`src/rtl/key_cmd_pkg.sv`:
```
// Shared encodings, FSM state type and default timing constants for the
// key press decoder and its debouncer.
package key_cmd_pkg;

  typedef enum logic [1:0] {
    CMD_STOP  = 2'b00,
    CMD_LEFT  = 2'b01,
    CMD_RIGHT = 2'b10
  } cmd_e;

  typedef enum logic [1:0] {
    ST_IDLE   = 2'b00,
    ST_HELD   = 2'b01,
    ST_REPORT = 2'b10
  } state_e;

  localparam int DEF_DEBOUNCE_CYCLES = 1_000_000;
  localparam int DEF_TICK_CYCLES     = 50_000_000;
  localparam int DEF_LEFT_MIN        = 1;
  localparam int DEF_RIGHT_MIN       = 4;

  localparam logic [3:0] HOLD_MAX = 4'd15;

  // Maps whole held seconds onto a command.
  function automatic cmd_e classify_hold(input logic [3:0] hold,
                                         input int left_min,
                                         input int right_min);
    cmd_e c;
    if (int'(hold) >= right_min) begin
      c = CMD_RIGHT;
    end else if (int'(hold) >= left_min) begin
      c = CMD_LEFT;
    end else begin
      c = CMD_STOP;
    end
    return c;
  endfunction

endpackage

```
`src/rtl/key_debounce.sv`:
```
// Two-flop synchronizer plus counter debouncer for an active-low push button;
// o_pressed is the accepted level, 1 = held.
module key_debounce
  import key_cmd_pkg::*;
#(
  parameter int DEBOUNCE_CYCLES = DEF_DEBOUNCE_CYCLES
) (
  input  logic i_clk,
  input  logic i_rst,
  input  logic i_key_n,
  output logic o_pressed
);

  localparam int CW = $clog2(DEBOUNCE_CYCLES + 1);
  localparam logic [CW-1:0] CNT_LAST = CW'(DEBOUNCE_CYCLES - 1);

  logic          r_sync1;
  logic          r_sync2;
  logic [CW-1:0] r_cnt;
  logic          r_pressed;
  logic          w_differs;

  // Sync flops reset to the released level so a held key reads as a new press.
  always_ff @(posedge i_clk or posedge i_rst) begin
    if (i_rst) begin
      r_sync1 <= 1'b1;
      r_sync2 <= 1'b1;
    end else begin
      r_sync1 <= i_key_n;
      r_sync2 <= r_sync1;
    end
  end

  // Raw level is active-low, so a sample equal to r_pressed disagrees with it.
  assign w_differs = (r_sync2 == r_pressed);

  always_ff @(posedge i_clk or posedge i_rst) begin
    if (i_rst) begin
      r_cnt     <= '0;
      r_pressed <= 1'b0;
    end else if (!w_differs) begin
      r_cnt     <= '0;
      r_pressed <= r_pressed;
    end else if (r_cnt == CNT_LAST) begin
      r_cnt     <= '0;
      r_pressed <= ~r_sync2;
    end else begin
      r_cnt     <= r_cnt + CW'(1);
      r_pressed <= r_pressed;
    end
  end

  assign o_pressed = r_pressed;

endmodule

```
`src/rtl/key_press_decoder.sv`:
```
// Debounced push-button hold timer: measures whole seconds held and reports
// STOP/LEFT/RIGHT with a one-cycle cmd_valid pulse after each release.
module key_press_decoder
  import key_cmd_pkg::*;
#(
  parameter int DEBOUNCE_CYCLES = DEF_DEBOUNCE_CYCLES,
  parameter int TICK_CYCLES     = DEF_TICK_CYCLES,
  parameter int LEFT_MIN        = DEF_LEFT_MIN,
  parameter int RIGHT_MIN       = DEF_RIGHT_MIN
) (
  input  logic       CLOCK_50Mhz,
  input  logic       RST,
  input  logic       KEY,
  output logic       pressed,
  output logic [3:0] hold_sec,
  output logic [1:0] cmd,
  output logic       cmd_valid
);

  localparam int TW = $clog2(TICK_CYCLES + 1);
  localparam logic [TW-1:0] TICK_LAST = TW'(TICK_CYCLES - 1);

  logic          w_pressed;
  state_e        r_state;
  state_e        w_state_nxt;
  logic [TW-1:0] r_tick;
  logic [TW-1:0] w_tick_nxt;
  logic [3:0]    r_hold;
  logic [3:0]    w_hold_nxt;
  cmd_e          r_cmd;
  cmd_e          w_cmd_nxt;
  logic          r_cmd_valid;
  logic          w_cmd_valid_nxt;

  key_debounce #(
    .DEBOUNCE_CYCLES(DEBOUNCE_CYCLES)
  ) u_debounce (
    .i_clk    (CLOCK_50Mhz),
    .i_rst    (RST),
    .i_key_n  (KEY),
    .o_pressed(w_pressed)
  );

  // IDLE is only ever occupied with pressed low, so its level acts as the rising edge.
  always_comb begin
    w_state_nxt     = r_state;
    w_tick_nxt      = r_tick;
    w_hold_nxt      = r_hold;
    w_cmd_nxt       = r_cmd;
    w_cmd_valid_nxt = 1'b0;
    case (r_state)
      ST_IDLE: begin
        if (w_pressed) begin
          w_state_nxt = ST_HELD;
          w_tick_nxt  = '0;
          w_hold_nxt  = 4'd0;
        end else begin
          w_state_nxt = ST_IDLE;
        end
      end
      ST_HELD: begin
        if (w_pressed) begin
          if (r_tick == TICK_LAST) begin
            w_tick_nxt = '0;
            if (r_hold != HOLD_MAX) begin
              w_hold_nxt = r_hold + 4'd1;
            end else begin
              w_hold_nxt = r_hold;
            end
          end else begin
            w_tick_nxt = r_tick + TW'(1);
          end
        end else begin
          // Release: partial tick is dropped, hold_sec stays frozen.
          w_state_nxt     = ST_REPORT;
          w_cmd_nxt       = classify_hold(r_hold, LEFT_MIN, RIGHT_MIN);
          w_cmd_valid_nxt = 1'b1;
        end
      end
      ST_REPORT: begin
        if (w_pressed) begin
          w_state_nxt = ST_HELD;
          w_tick_nxt  = '0;
          w_hold_nxt  = 4'd0;
        end else begin
          w_state_nxt = ST_IDLE;
        end
      end
      default: begin
        w_state_nxt = ST_IDLE;
      end
    endcase
  end

  // State and registered outputs.
  always_ff @(posedge CLOCK_50Mhz or posedge RST) begin
    if (RST) begin
      r_state     <= ST_IDLE;
      r_tick      <= '0;
      r_hold      <= 4'd0;
      r_cmd       <= CMD_STOP;
      r_cmd_valid <= 1'b0;
    end else begin
      r_state     <= w_state_nxt;
      r_tick      <= w_tick_nxt;
      r_hold      <= w_hold_nxt;
      r_cmd       <= w_cmd_nxt;
      r_cmd_valid <= w_cmd_valid_nxt;
    end
  end

  assign pressed   = w_pressed;
  assign hold_sec  = r_hold;
  assign cmd       = r_cmd;
  assign cmd_valid = r_cmd_valid;

endmodule
```
`config.mk`:
```
export PLATFORM = sky130hd
export DESIGN_NAME = key_press_decoder
export DESIGN_NICKNAME = d
export VERILOG_FILES = /design/src/rtl/key_cmd_pkg.sv /design/src/rtl/key_debounce.sv /design/src/rtl/key_press_decoder.sv
export SDC_FILE = /design/constraint.sdc
export NUM_CORES = 1
export LEC_CHECK = 0
export ABC_AREA = 1
export ABC_CLOCK_PERIOD_IN_PS = 1650
export BUFFER_PORTS_ARGS = -buffer_cell sky130_fd_sc_hd__buf_2
export CORE_UTILIZATION = 56
export DETAILED_ROUTE_END_ITERATION = 8
export GPL_TIMING_DRIVEN = 0
export PLACE_DENSITY = 0.74
export SLEW_MARGIN = 15
export SYNTH_ARGS = -nofsm -noshare
export SYNTH_HDL_FRONTEND = slang
export SYNTH_SLANG_ARGS = --single-unit
```
`constraint.sdc`:
```
create_clock -name CLOCK_50Mhz -period 1.65 [get_ports CLOCK_50Mhz]
set_input_delay 0.33 -clock CLOCK_50Mhz [delete_from_list [all_inputs] [get_ports CLOCK_50Mhz]]
set_output_delay 0.33 -clock CLOCK_50Mhz [all_outputs]
set_load 0.01 [all_outputs]
```
== Word level (Yosys, flattened, before mapping) ==
Cells that the tools add are included.

* Latch bits: 0
* Memory bits (writable): 0
* Output and inout bits: 8
* Word-level logic and storage cells: 52
* Register bits: 58
* ROM bits: 0
* Memories: 0

* Reduce and logical (&&, ||, !) cells: 7
* Mux-type cells: 18
* Magnitude comparators: 2
* Shift-type cells: 0
* Eq/ne operators: 11
* Add/sub/neg operators: 3
* Multiply operators: 0
* Divide/modulo/power cells: 0
* Bitwise gates (word level): 2

{| class="wikitable"
|+ Operators by type and width
! operator !! count
|-
| 26-bit 2-to-1 mux || 3
|-
| 26-bit one-hot mux with 2 select lines || 1
|-
| 20-bit 2-to-1 mux || 2
|-
| 26-bit by 1-bit adder with 26-bit output (second input constant) || 1
|-
| 26-bit equality test (second input constant) || 1
|-
| 20-bit by 1-bit adder with 20-bit output (second input constant) || 1
|-
| 20-bit equality test (second input constant) || 1
|-
| 4-bit 2-to-1 mux || 4
|-
| 4-bit one-hot mux with 2 select lines || 1
|-
| 2-bit inequality test (second input constant) || 3
|-
| 5-bit AND reduction || 1
|-
| 4-bit by 1-bit adder with 4-bit output (second input constant) || 1
|-
| 4-bit by 1-bit >= comparator with 1-bit output (second input constant) || 1
|-
| 4-bit by 3-bit >= comparator with 1-bit output (second input constant) || 1
|-
| 1-bit 2-to-1 mux || 4
|-
| 2-bit 2-to-1 mux || 2
|-
| 2-bit by 1-bit inequality test with 1-bit output (second input constant) || 2
|-
| 4-bit inequality test (second input constant) || 1
|-
| 2-bit one-hot mux with 2 select lines || 1
|-
| 2-bit AND reduction || 2
|-
| 3-bit AND reduction || 1
|-
| 2-bit by 1-bit equality test with 1-bit output (second input constant) || 1
|-
| 2-bit equality test (second input constant) || 1
|-
| 2-bit logical NOT || 1
|-
| 4 further kinds || 5
|}

== Longest topological paths before layout ==
Gate-level depths: netlist of the first run.

* Depth in word-level cells: 5
* Gate-level depth with buffers: 11
* Depth with buffers taken out: 10

== Cells and area by module ==
A second synthesis of the first run with hierarchy kept.

* Cells, all modules: 464
* Area total of the unflattened synthesis: 3,555.9 um2

{| class="wikitable"
|+ By module, submodules not included
! module !! instances !! cells an instance !! area each (um2)
|-
| key_press_decoder || 1 || 303 || 2,268.4
|-
| key_debounce || 1 || 161 || 1,287.5
|}

== Worst setup path after synthesis of the first run ==
OpenSTA, ideal clock, no wires.

* Path kind: reg2reg
* Start: reg r_tick[0]
* End: reg r_tick[1]
* Library setup time: 116 ps
* Period minus slack after synthesis: 1,462 ps
* Arrival: 1,345 ps
* Slack: 188 ps
* Required time: 1,534 ps
* Stages on the path, launching flop included: 12
* Buffers on the path: 1
* Cells stage by stage: dfrtp_1 -> ha_1 -> nand3_1 -> inv_2 -> nand2_2 -> nor2_4 -> nand2_2 -> nand2_2 -> inv_2 -> buf_6 -> nand2_1 -> nand2_1

* Longest elaborated chain between the ends: 4

{| class="wikitable"
|+ RTL lines
! item !! RTL line !! source
|-
| from (decl) || key_press_decoder.sv:26 || <nowiki>logic [TW-1:0] r_tick;</nowiki>
|-
| from (signal assigned) || key_press_decoder.sv:105 || <nowiki>r_tick <= w_tick_nxt;</nowiki>
|-
| 26-bit by 1-bit adder with 26-bit output or 26-bit equality test (tied branches) || key_press_decoder.sv:71, key_press_decoder.sv:63 ||
|-
| 26-bit 2-to-1 mux * || key_press_decoder.sv:63 || <nowiki>if (r_tick == TICK_LAST) begin</nowiki>
|-
| 26-bit 2-to-1 mux * || key_press_decoder.sv:62 || <nowiki>if (w_pressed) begin</nowiki>
|-
| 26-bit one-hot mux with 2 select lines * || key_press_decoder.sv:51 || <nowiki>case (r_state)</nowiki>
|}

Every way passes the cells marked *; elsewhere a longest branch is shown, timed or not. The select of a mux whose other input is x is not followed.
A chain may end at the register's enable or synchronous reset.

== Worst setup path after layout of the first run ==
* Start: reg r_tick[2]
* End: reg r_tick[19]

Same word-level chain as after synthesis.

==> qor.yml, run 1 <==
cts_tree: "built"
period_minus_slack_ns: 1.62
ys.warnings.count: 0
maxCapViolations: 0
critPathBufInv: 0
fin_setup_tns_ns: 0
final_util: 0.679
drive_above_1_share: 0.176
maxSlewHeadroom: 0.634
placed_area_um2: 3480
viasPerCell: 5.40
initial_utilization: 0.591
hpwl_um: 5190
cp-start-kind: "flip-flop"
path_cells: "nand3_1, nor2_1, nand2_1, nor2_4, nand3_1, nand3_2, nand2_1"
syn_nets: 453
place_inst: 528
grt-ovfl-total: 0
dieArea_um2: 6230
root_buffer: "clkbuf_8"
diodes: 0
tightest_slew_ns: 0.548
synth_edf_count: 0
ys_seq_area_frac: 0.439
fp.dieH_um: 78.9
synth_area_per_cell_um2: 7.44
finalCritPeriodShare: 0.981
synth_area_um2: 3310
endpoint_kind: "flip-flop"
routed_wl_um: 7290
maxSlewViolCount: 0
hold_path_class: "in2async"
p_seq_frac: 0.544
synth.distinct_cells: 31
synth_cells: 445
setup_viol: 0
drc: 0
dr.pass1.iters: 4
synth_area_leaders: "dfrtp_1 42%, nand2_1 15%, nor2_1 7.0%, nand3_1 6.2%, inv_1 5.6%"
max_freq_mhz: 618
synth_top_area_share: 0.423
ff2ff_setup_slack_ns: 0.03
cp.arrival_ns: 1.84
routedWlPerCell_um: 13.3
portBuffers: 10
rsz0062_at_grt: "yes"
synth_ff_type: "dfrtp_1"
path_max_fanout: 6
gp_congestion: 0.875
p_clk_frac: 0.431
path_clk_slew_ns: 0.08
cts_buffer_depth: 2
cts.sink_count: 58
p_leak_nw: 1.71
hold_viol: 0
final_cell_mix: "126 x nand2_1, 61 x nor2_1, 53 x dfrtp_1"
ctsHoldBuffers: 0
yosys.area.top_type: "dfrtp_1"
skew_ns: 0.0164
switching_power_mw: 0.651
slowest_delay_ns: 0.47
p_int_mw: 1.99
peakVddDrop_uv: 446
critPathSlowestCell: "dfrtp_1"
grt_max_degree: 36
critical_path_class: "reg2reg"
postRouteAntennaNets: 0
fin_area_um2: 3810
grt_pass1_vias: 2758
numCtsBuffers: 9
power.density_nw_per_um2: 694
crit_path_start: "r_tick[2]"
syn_to_final_growth_pct: 15.0
clock_latency_ns: 0.34
via_count: 2969
critPathRequiredTime_ns: 1.87
ios: 11
layout.cells.non_filler: 550
ys_ff_latch: 58
drt_first_iter_violations: 154
switching_share: 0.246
final_common_cell: "nand2_1"
fp.dieW_um: 78.9
r2r-start: "r_tick[2]"
final_nets: 481
antenna_found_initial: 0
htreeDepth: 3
synthArstFlopShare: 1.00
std_cell_rows: 27
crit_family: "simple AND/OR/NAND/NOR gates"
core_um2: 5610
grt_usage: 0.254
p_comb_frac: 0.025
outcome: "finished clean"
grt_pass1_wl_um: 12300
synthesized netlist by cell type (2+ instances only):
master and count:
o21ai_1 2, nor3_1 13, nand3_1 41, dfstp_2 2
nor2_4 2, xnor2_1 2, nand2_2 5, nor2_1 62
nand3_2 9, dfrtp_1 56, xor2_1 13, nand2_1 128
nor2_2 9, inv_2 4, inv_1 49, o21bai_1 2
nand4_1 6, ha_1 5, o22ai_1 3, a21oi_1 8
buf_4 2, o21ai_0 12, nor3_2 2
cell families after synthesis:
| logic type | Yosys count | share of synthesized area |
|---|---|---|
| DFF | 58 | 0.439 |
| xor gates and xnor gates | 15 | 0.0397 |
| AOI/OAI and AO/OA | 30 | 0.0529 |
| adders and majority gates | 5 | 0.0189 |
| and+or+nand+nor | 279 | 0.379 |
| buffers and inverters | 58 | 0.0706 |
power by group through the flow:
stage	logic [mW]	clock network, mW	registers, mW
global placement	0.0570	0	1.46
finish	0.0658	1.14	1.44
global route	0.0770	1.21	1.44
floorplan	0.0405	0	1.46
detailed placement	0.0646	0	1.46
CTS	0.0645	1.15	1.44
final timing paths:
check                                     end  cells after the start
max in group asynchronous  u_debounce.r_sync1                      3
setup / recovery                   r_tick[19]                      7
hold / removal                      r_tick[9]                      2
min in group CLOCK_50Mhz   u_debounce.r_sync1                      1
setup reg to reg                   r_tick[19]                      7
hold reg to reg            u_debounce.r_sync2                      0
final cells by class:
cell class	instances	area, um2
tap	72	90.1
timing repair buffer	17	115
multi-input combinational	329	1730
sequential	58	1460
clock inverter	5	32.5
clock buffer	11	131
inverter	53	205
buffer	5	47.5
fill	462	1800
state kept, by name (all words and copies together), names as in the netlist:
register,cells
r_state,2
hold_sec,4
cmd,2
u_debounce.r_cnt,20
cmd_valid,1
r_tick,26
u_debounce.r_sync1,1
u_debounce.o_pressed,1
u_debounce.r_sync2,1
through the flow:
step	total power, mW	hold slack, ns	setup slack [ns]
after floorplan	1.50	0.334	0.188
after global placement	1.52	0.350	-0.0331
after detailed placement	1.53	0.356	-0.0742
after CTS	2.65	0.0472	0.0106
after global routing	2.73	0.0801	-0.0414
final	2.64	0.0294	0.0308
what timing repair did:
action | in CTS | in global routing
gates resized for setup | 5 | 23
endpoints found under the setup margin | 24 | 41
setup buffers | 0 | 6
pin swaps | 0 | 4
metal layers:
metal / global-route usage / up-vias / wire length [um]
met5: 0 / - / 0
met3: 0.0391 / 11 / 359
met4: 0.104 / 0 / 98
met1: 0.350 / 1419 / 3500
li1: - / 1464 / -
met2: 0.401 / 75 / 3330
(Power assumes the default switching activity.)
==> run 2: changes to the inputs <==
BUFFER_PORTS_ARGS = default   (was -buffer_cell sky130_fd_sc_hd__buf_2)
CORE_UTILIZATION = 57   (was 56)
DONT_BUFFER_PORTS = 1   (was default)
PLACE_DENSITY = 0.73   (was 0.74)
==> run 2 against run 1 <==
Net effect: global-route usage rose by 0.42 points; flip-flop and latch count unchanged; core utilization up 0.53 points; via count decreased by 4.4%; non-clock buffer count is 9 lower; cell area is 0.43% lower; maximum frequency is 2.4% higher; critical endpoint is now r_tick[9].
==> qor.yml, run 2 (same netlist as run 1, synthesis figures left out) <==
outcome: "finished clean"  # unchanged
cts_tree: "built"  # unchanged
p_comb_frac: 0.023  # was 0.025
core_um2: 5540  # was 5610 um2
drc: 0  # unchanged
root_buffer: "clkbuf_8"  # unchanged
place_inst: 518  # was 528
grt_pass1_vias: 2781  # was 2758
fp.dieH_um: 78.2  # was 78.9 um
slowest_delay_ns: 0.43  # was 0.47 ns
drive_above_1_share: 0.162  # was 0.176
routed_wl_um: 7110  # was 7290 um
path_clk_slew_ns: 0.06  # was 0.08 ns
syn_to_final_growth_pct: 14.5  # was 15.0%
grt_usage: 0.258  # was 0.254
critPathRequiredTime_ns: 1.88  # was 1.87 ns
p_leak_nw: 1.69  # was 1.71 nW
hold_viol: 0  # unchanged
hpwl_um: 4990  # was 5190 um
p_clk_frac: 0.470  # was 0.431
cpMostUsedCell: "nand2_2"
grt_max_degree: 34  # was 36
htreeDepth: 3  # unchanged
maxSlewHeadroom: 0.496  # was 0.634
path_max_fanout: 10  # was 6
skew_ns: 0.00471  # was 0.0164 ns
p_int_mw: 2.23  # was 1.99 mW
antenna_found_initial: 0  # unchanged
initial_utilization: 0.598  # was 0.591
routedWlPerCell_um: 13.1  # was 13.3 um
p_seq_frac: 0.507  # was 0.544
largest_reg_flops: 26  # unchanged
std_cell_rows: 27  # unchanged
via_count: 2839  # was 2969
maxCapViolations: 0  # unchanged
critical_path_class: "reg2reg"  # unchanged
cp-start-kind: "flip-flop"  # unchanged
grt-ovfl-total: 0  # unchanged
layout.cells.non_filler: 541  # was 550
critPathSlowestCell: "dfrtp_1"  # unchanged
diodes: 0  # unchanged
final_cell_mix: "125 x nand2_1, 60 x nor2_1, 51 x dfrtp_1"  # was 126 x nand2_1, 61 x nor2_1, 53 x dfrtp_1
final_nets: 472  # was 481
hold-worst-slack_ns: 0.357  # was 0.0294 ns
preCtsSetupSlack_ns: -0.0599  # was -0.0742 ns
max_freq_mhz: 632  # was 618 MHz
layout_setup_ws_ns: 0.0687  # was 0.0308 ns
viasPerCell: 5.25  # was 5.40
path_cells: "ha_4, nand3_4, inv_2, nand2_2, nor2_4, nand2_2, nand2_2, inv_2, buf_8, nand3_2, nand2_1"  # was nand3_1, nor2_1, nand2_1, nor2_4, nand3_1, nand3_2, nand2_1
cts.sink_count: 58  # unchanged
fp.dieW_um: 78.2  # was 78.9 um
period_minus_slack_ns: 1.58  # was 1.62 ns
portBuffers: 0  # was 10
rsz0062_at_grt: "yes"  # unchanged
endpoint_kind: "flip-flop"  # unchanged
setup_viol: 0  # unchanged
hold_path_class: "reg2reg"  # was in2async
maxSlewViolCount: 0  # unchanged
top_register: "r_tick"  # unchanged
peakVddDrop_uv: 437  # was 446 uV
switching_power_mw: 0.607  # was 0.651 mW
power.density_nw_per_um2: 749  # was 694 nW/um2
clock_latency_ns: 0.34  # about the same
postRouteAntennaNets: 0  # unchanged
tightest_slew_ns: 0.754  # was 0.548 ns
grt_pass1_wl_um: 12300  # about the same
switching_share: 0.214  # was 0.246
numCtsBuffers: 9  # unchanged
cts_buffer_depth: 2  # unchanged
cp.arrival_ns: 1.81  # was 1.84 ns
dieArea_um2: 6120  # was 6230 um2
gp_congestion: 0.894  # was 0.875
drt_first_iter_violations: 209  # was 154
dr.pass1.iters: 4  # unchanged
final_common_cell: "nand2_1"  # unchanged
finalCritPeriodShare: 0.958  # was 0.981
ios: 11  # unchanged
run 2: final cells by class:
| type | count | area (um2) |
|---|---|---|
| Clock buffer | 14 | 163 |
| Multi-Input combinational cell | 329 | 1720 |
| Tap cell | 72 | 90.1 |
| Sequential cell | 58 | 1460 |
| Buffer | 5 | 42.5 |
| Inverter | 53 | 203 |
| Clock inverter | 2 | 35.0 |
| Timing Repair Buffer | 8 | 77.6 |
| Fill cell | 460 | 1750 |
run 2: worst paths after layout:
kind / from / endpoint / slack, ns / cells after the start
max reg2reg: r_tick[0] / r_tick[9] / 0.07 / 11
min in group asynchronous: RST / r_tick[20] / 0.59 / 2
min reg2reg: u_debounce.r_sync1 / u_debounce.r_sync2 / 0.36 / 0
min: u_debounce.r_sync1 / u_debounce.r_sync2 / 0.36 / 0
max in group asynchronous: RST / r_tick[7] / 0.48 / 3
max: r_tick[0] / r_tick[9] / 0.07 / 11
run 2: power by group through the flow:
| stage | clock network (mW) | logic [mW] | registers (mW) |
|---|---|---|---|
| floorplan | 0 | 0.0405 | 1.46 |
| global placement | 0 | 0.0531 | 1.46 |
| detailed placement | 0 | 0.0597 | 1.46 |
| CTS | 1.34 | 0.0641 | 1.44 |
| global route | 1.40 | 0.0756 | 1.44 |
| finish | 1.34 | 0.0640 | 1.44 |
run 2: repair_timing:
item                                    CTS  global route
resized for setup                         4            23
endpoints found under the hold margin     4             0
endpoints found under the setup margin   12            44
pin swaps                                 0             2
gates cloned                              0             0
hold buffers                              2             0
setup buffers                             0             5
run 2: worst max-delay path, delay by kind of cell (launching register included):
kind	cells	cell delay (ns)
and+or+nand+nor	7	0.55
DFF	1	0.43
buffers and inverters	3	0.31
adders and majority gates	1	0.18
run 2: routing by layer:
| metal | share of wire | up-vias | global-route usage |
|---|---|---|---|
| met4 | 0.014 | 0 | 0.107 |
| met3 | 0.040 | 11 | 0.0442 |
| met1 | 0.47 | 1329 | 0.348 |
| met5 | 0 | - | 0 |
| li1 | - | 1447 | - |
| met2 | 0.47 | 52 | 0.411 |
run 2: through the flow:
| stage | util | total power [mW] | TNS, ns | instance area [um2] |
|---|---|---|---|---|
| after CTS | 0.660 | 2.84 | 0 | 3660 |
| after global placement | 0.615 | 1.52 | -0.0250 | 3410 |
| after floorplan | - | 1.50 | 0 | 3320 |
| final | 0.684 | 2.84 | 0 | 3790 |
| after global routing | 0.684 | 2.92 | -0.112 | 3790 |
| after detailed placement | 0.618 | 1.52 | -0.365 | 3430 |
==> run 3: changes to the inputs <==
RECOVER_POWER = 50   (was default)
==> run 3 against run 2 <==
Net effect: routed wire length fell by 0.39%; clock power barely moved; maximum frequency barely moved; critical endpoint unchanged; clock skew barely moved; via count fell by 0.39%; highest routed layer unchanged.
==> qor.yml, run 3 (same netlist as run 1, synthesis figures left out) <==
cpMostUsedCell: "nand2_2"  # unchanged
p_seq_frac: 0.509  # was 0.507
final_common_cell: "nand2_1"  # unchanged
path_cells: "ha_4, nand3_4, inv_2, nand2_2, nor2_4, nand2_2, nand2_2, inv_2, buf_8, nand3_2, nand2_1"  # unchanged
path_max_fanout: 10  # unchanged
core_um2: 5540  # unchanged
grt-ovfl-total: 0  # unchanged
cts_buffer_depth: 2  # unchanged
use_met2: 0.411  # unchanged
slowest_delay_ns: 0.43  # about the same
maxSlewViolCount: 0  # unchanged
final_cell_mix: "125 x nand2_1, 61 x nor2_1, 51 x dfrtp_1"  # was 125 x nand2_1, 60 x nor2_1, 51 x dfrtp_1
finalCritPeriodShare: 0.958  # about the same
ios: 11  # unchanged
drt_first_iter_violations: 194  # was 209
initial_utilization: 0.598  # unchanged
skew_ns: 0.00464  # was 0.00471 ns
switching_power_mw: 0.601  # was 0.607 mW
portBuffers: 0  # unchanged
cp-start-kind: "flip-flop"  # unchanged
cp.arrival_ns: 1.80  # was 1.81 ns
viasPerCell: 5.23  # was 5.25
routed_wl_um: 7080  # was 7110 um
grt_pass1_vias: 2781  # unchanged
std_cell_rows: 27  # unchanged
met1_usage: 0.348  # unchanged
grt_pass1_wl_um: 12300  # unchanged
syn_to_final_growth_pct: 13.8  # was 14.5%
outcome: "finished clean"  # unchanged
largest_reg_flops: 26  # unchanged
grt-busiest-layer: "met2"  # unchanged
peakVddDrop_uv: 439  # was 437 uV
p_clk_frac: 0.470  # about the same
total_power_mw: 2.83  # was 2.84 mW
rsz0062_at_grt: "yes"  # unchanged
fp.dieW_um: 78.2  # unchanged
crit_family: "simple AND/OR/NAND/NOR gates"  # unchanged
numCtsBuffers: 9  # unchanged
routedWlPerCell_um: 13.1  # about the same
endpoint_kind: "flip-flop"  # unchanged
gp_congestion: 0.894  # unchanged
fp.dieH_um: 78.2  # unchanged
via_count: 2828  # was 2839
drc: 0  # unchanged
dr.pass1.iters: 4  # unchanged
fin_setup_tns_ns: 0  # unchanged
root_buffer: "clkbuf_8"  # unchanged
p_comb_frac: 0.021  # was 0.023
postRouteAntennaNets: 0  # unchanged
period_minus_slack_ns: 1.58  # about the same
critical_path_class: "reg2reg"  # unchanged
max_freq_mhz: 633  # was 632 MHz
met3_usage: 0.0442  # unchanged
setup_viol: 0  # unchanged
critPathSlowestCell: "dfrtp_1"  # unchanged
hold_path_class: "reg2reg"  # unchanged
power.density_nw_per_um2: 750  # was 749 nW/um2
grt_usage: 0.258  # unchanged
critPathRequiredTime_ns: 1.87  # was 1.88 ns
drive_above_1_share: 0.158  # was 0.162
tightest_slew_ns: 0.716  # was 0.754 ns
diodes: 0  # unchanged
maxSlewHeadroom: 0.521  # was 0.496
hold_viol: 0  # unchanged
antenna_found_initial: 0  # unchanged
hpwl_um: 4990  # unchanged
final_nets: 472  # unchanged
p_leak_nw: 1.68  # was 1.69 nW
cts.sink_count: 58  # unchanged
path_clk_slew_ns: 0.06  # about the same
maxCapViolations: 0  # unchanged
htreeDepth: 3  # unchanged
dieArea_um2: 6120  # unchanged
switching_share: 0.212  # was 0.214
clock_latency_ns: 0.34  # about the same
critPathBufInv: 3  # unchanged
p_int_mw: 2.23  # about the same
grt_max_degree: 34  # unchanged
cts_tree: "built"  # unchanged
top_register: "r_tick"  # unchanged
==> run 3: layer usage <==
metal	vias to the layer above	wire, um	part of all wire
met2	47	3400	0.48
met5	-	0	0
met4	0	80	0.011
met3	7	223	0.032
met1	1326	3370	0.48
li1	1448	-	-
==> run 3: power groups by stage <==
stage                     clock network [mW]  logic [mW]  registers, mW
final                                   1.33      0.0593           1.44
after global routing                    1.40      0.0710           1.44
after detailed placement                   0      0.0597           1.46
after CTS                               1.34      0.0641           1.44
after global placement                     0      0.0531           1.46
after floorplan                            0      0.0405           1.46
==> run 3: stage by stage <==
stage	hold WS (ns)	worst slack [ns]	instances	utilization	cell area (um2)
after CTS	0.356	0.00569	536	0.660	3660
final	0.357	0.0701	541	0.680	3770
after detailed placement	0.335	-0.0599	518	0.618	3430
after floorplan	0.334	0.188	445	-	3320
after global routing	0.360	-0.0390	541	0.680	3770
after global placement	0.335	-0.0250	517	0.615	3410
==> run 3: final cells by class <==
class,instances,area [um2]
Clock buffer,14,163
Buffer,5,42.5
Sequential cell,58,1460
Clock inverter,2,35.0
Inverter,53,203
Multi-Input combinational cell,329,1710
Fill cell,465,1770
Tap cell,72,90.1
Timing Repair Buffer,8,65.1
==> run 3: path summary, 6_finish.rpt <==
check	from	to	slack, ns	cells past startpoint
max	r_tick[0]	r_tick[9]	0.07	11
min	u_debounce.r_sync1	u_debounce.r_sync2	0.36	0
max reg2reg	r_tick[0]	r_tick[9]	0.07	11
min reg2reg	u_debounce.r_sync1	u_debounce.r_sync2	0.36	0
max in group asynchronous	RST	r_tick[7]	0.21	3
min in group asynchronous	RST	r_tick[20]	0.58	2
==> run 3: repair_timing <==
action,CTS,global route
setup endpoints to repair,12,44
endpoints found under the hold margin,4,0
setup buffers,0,5
pin swaps,0,2
resized for setup,4,23
hold buffers,2,0
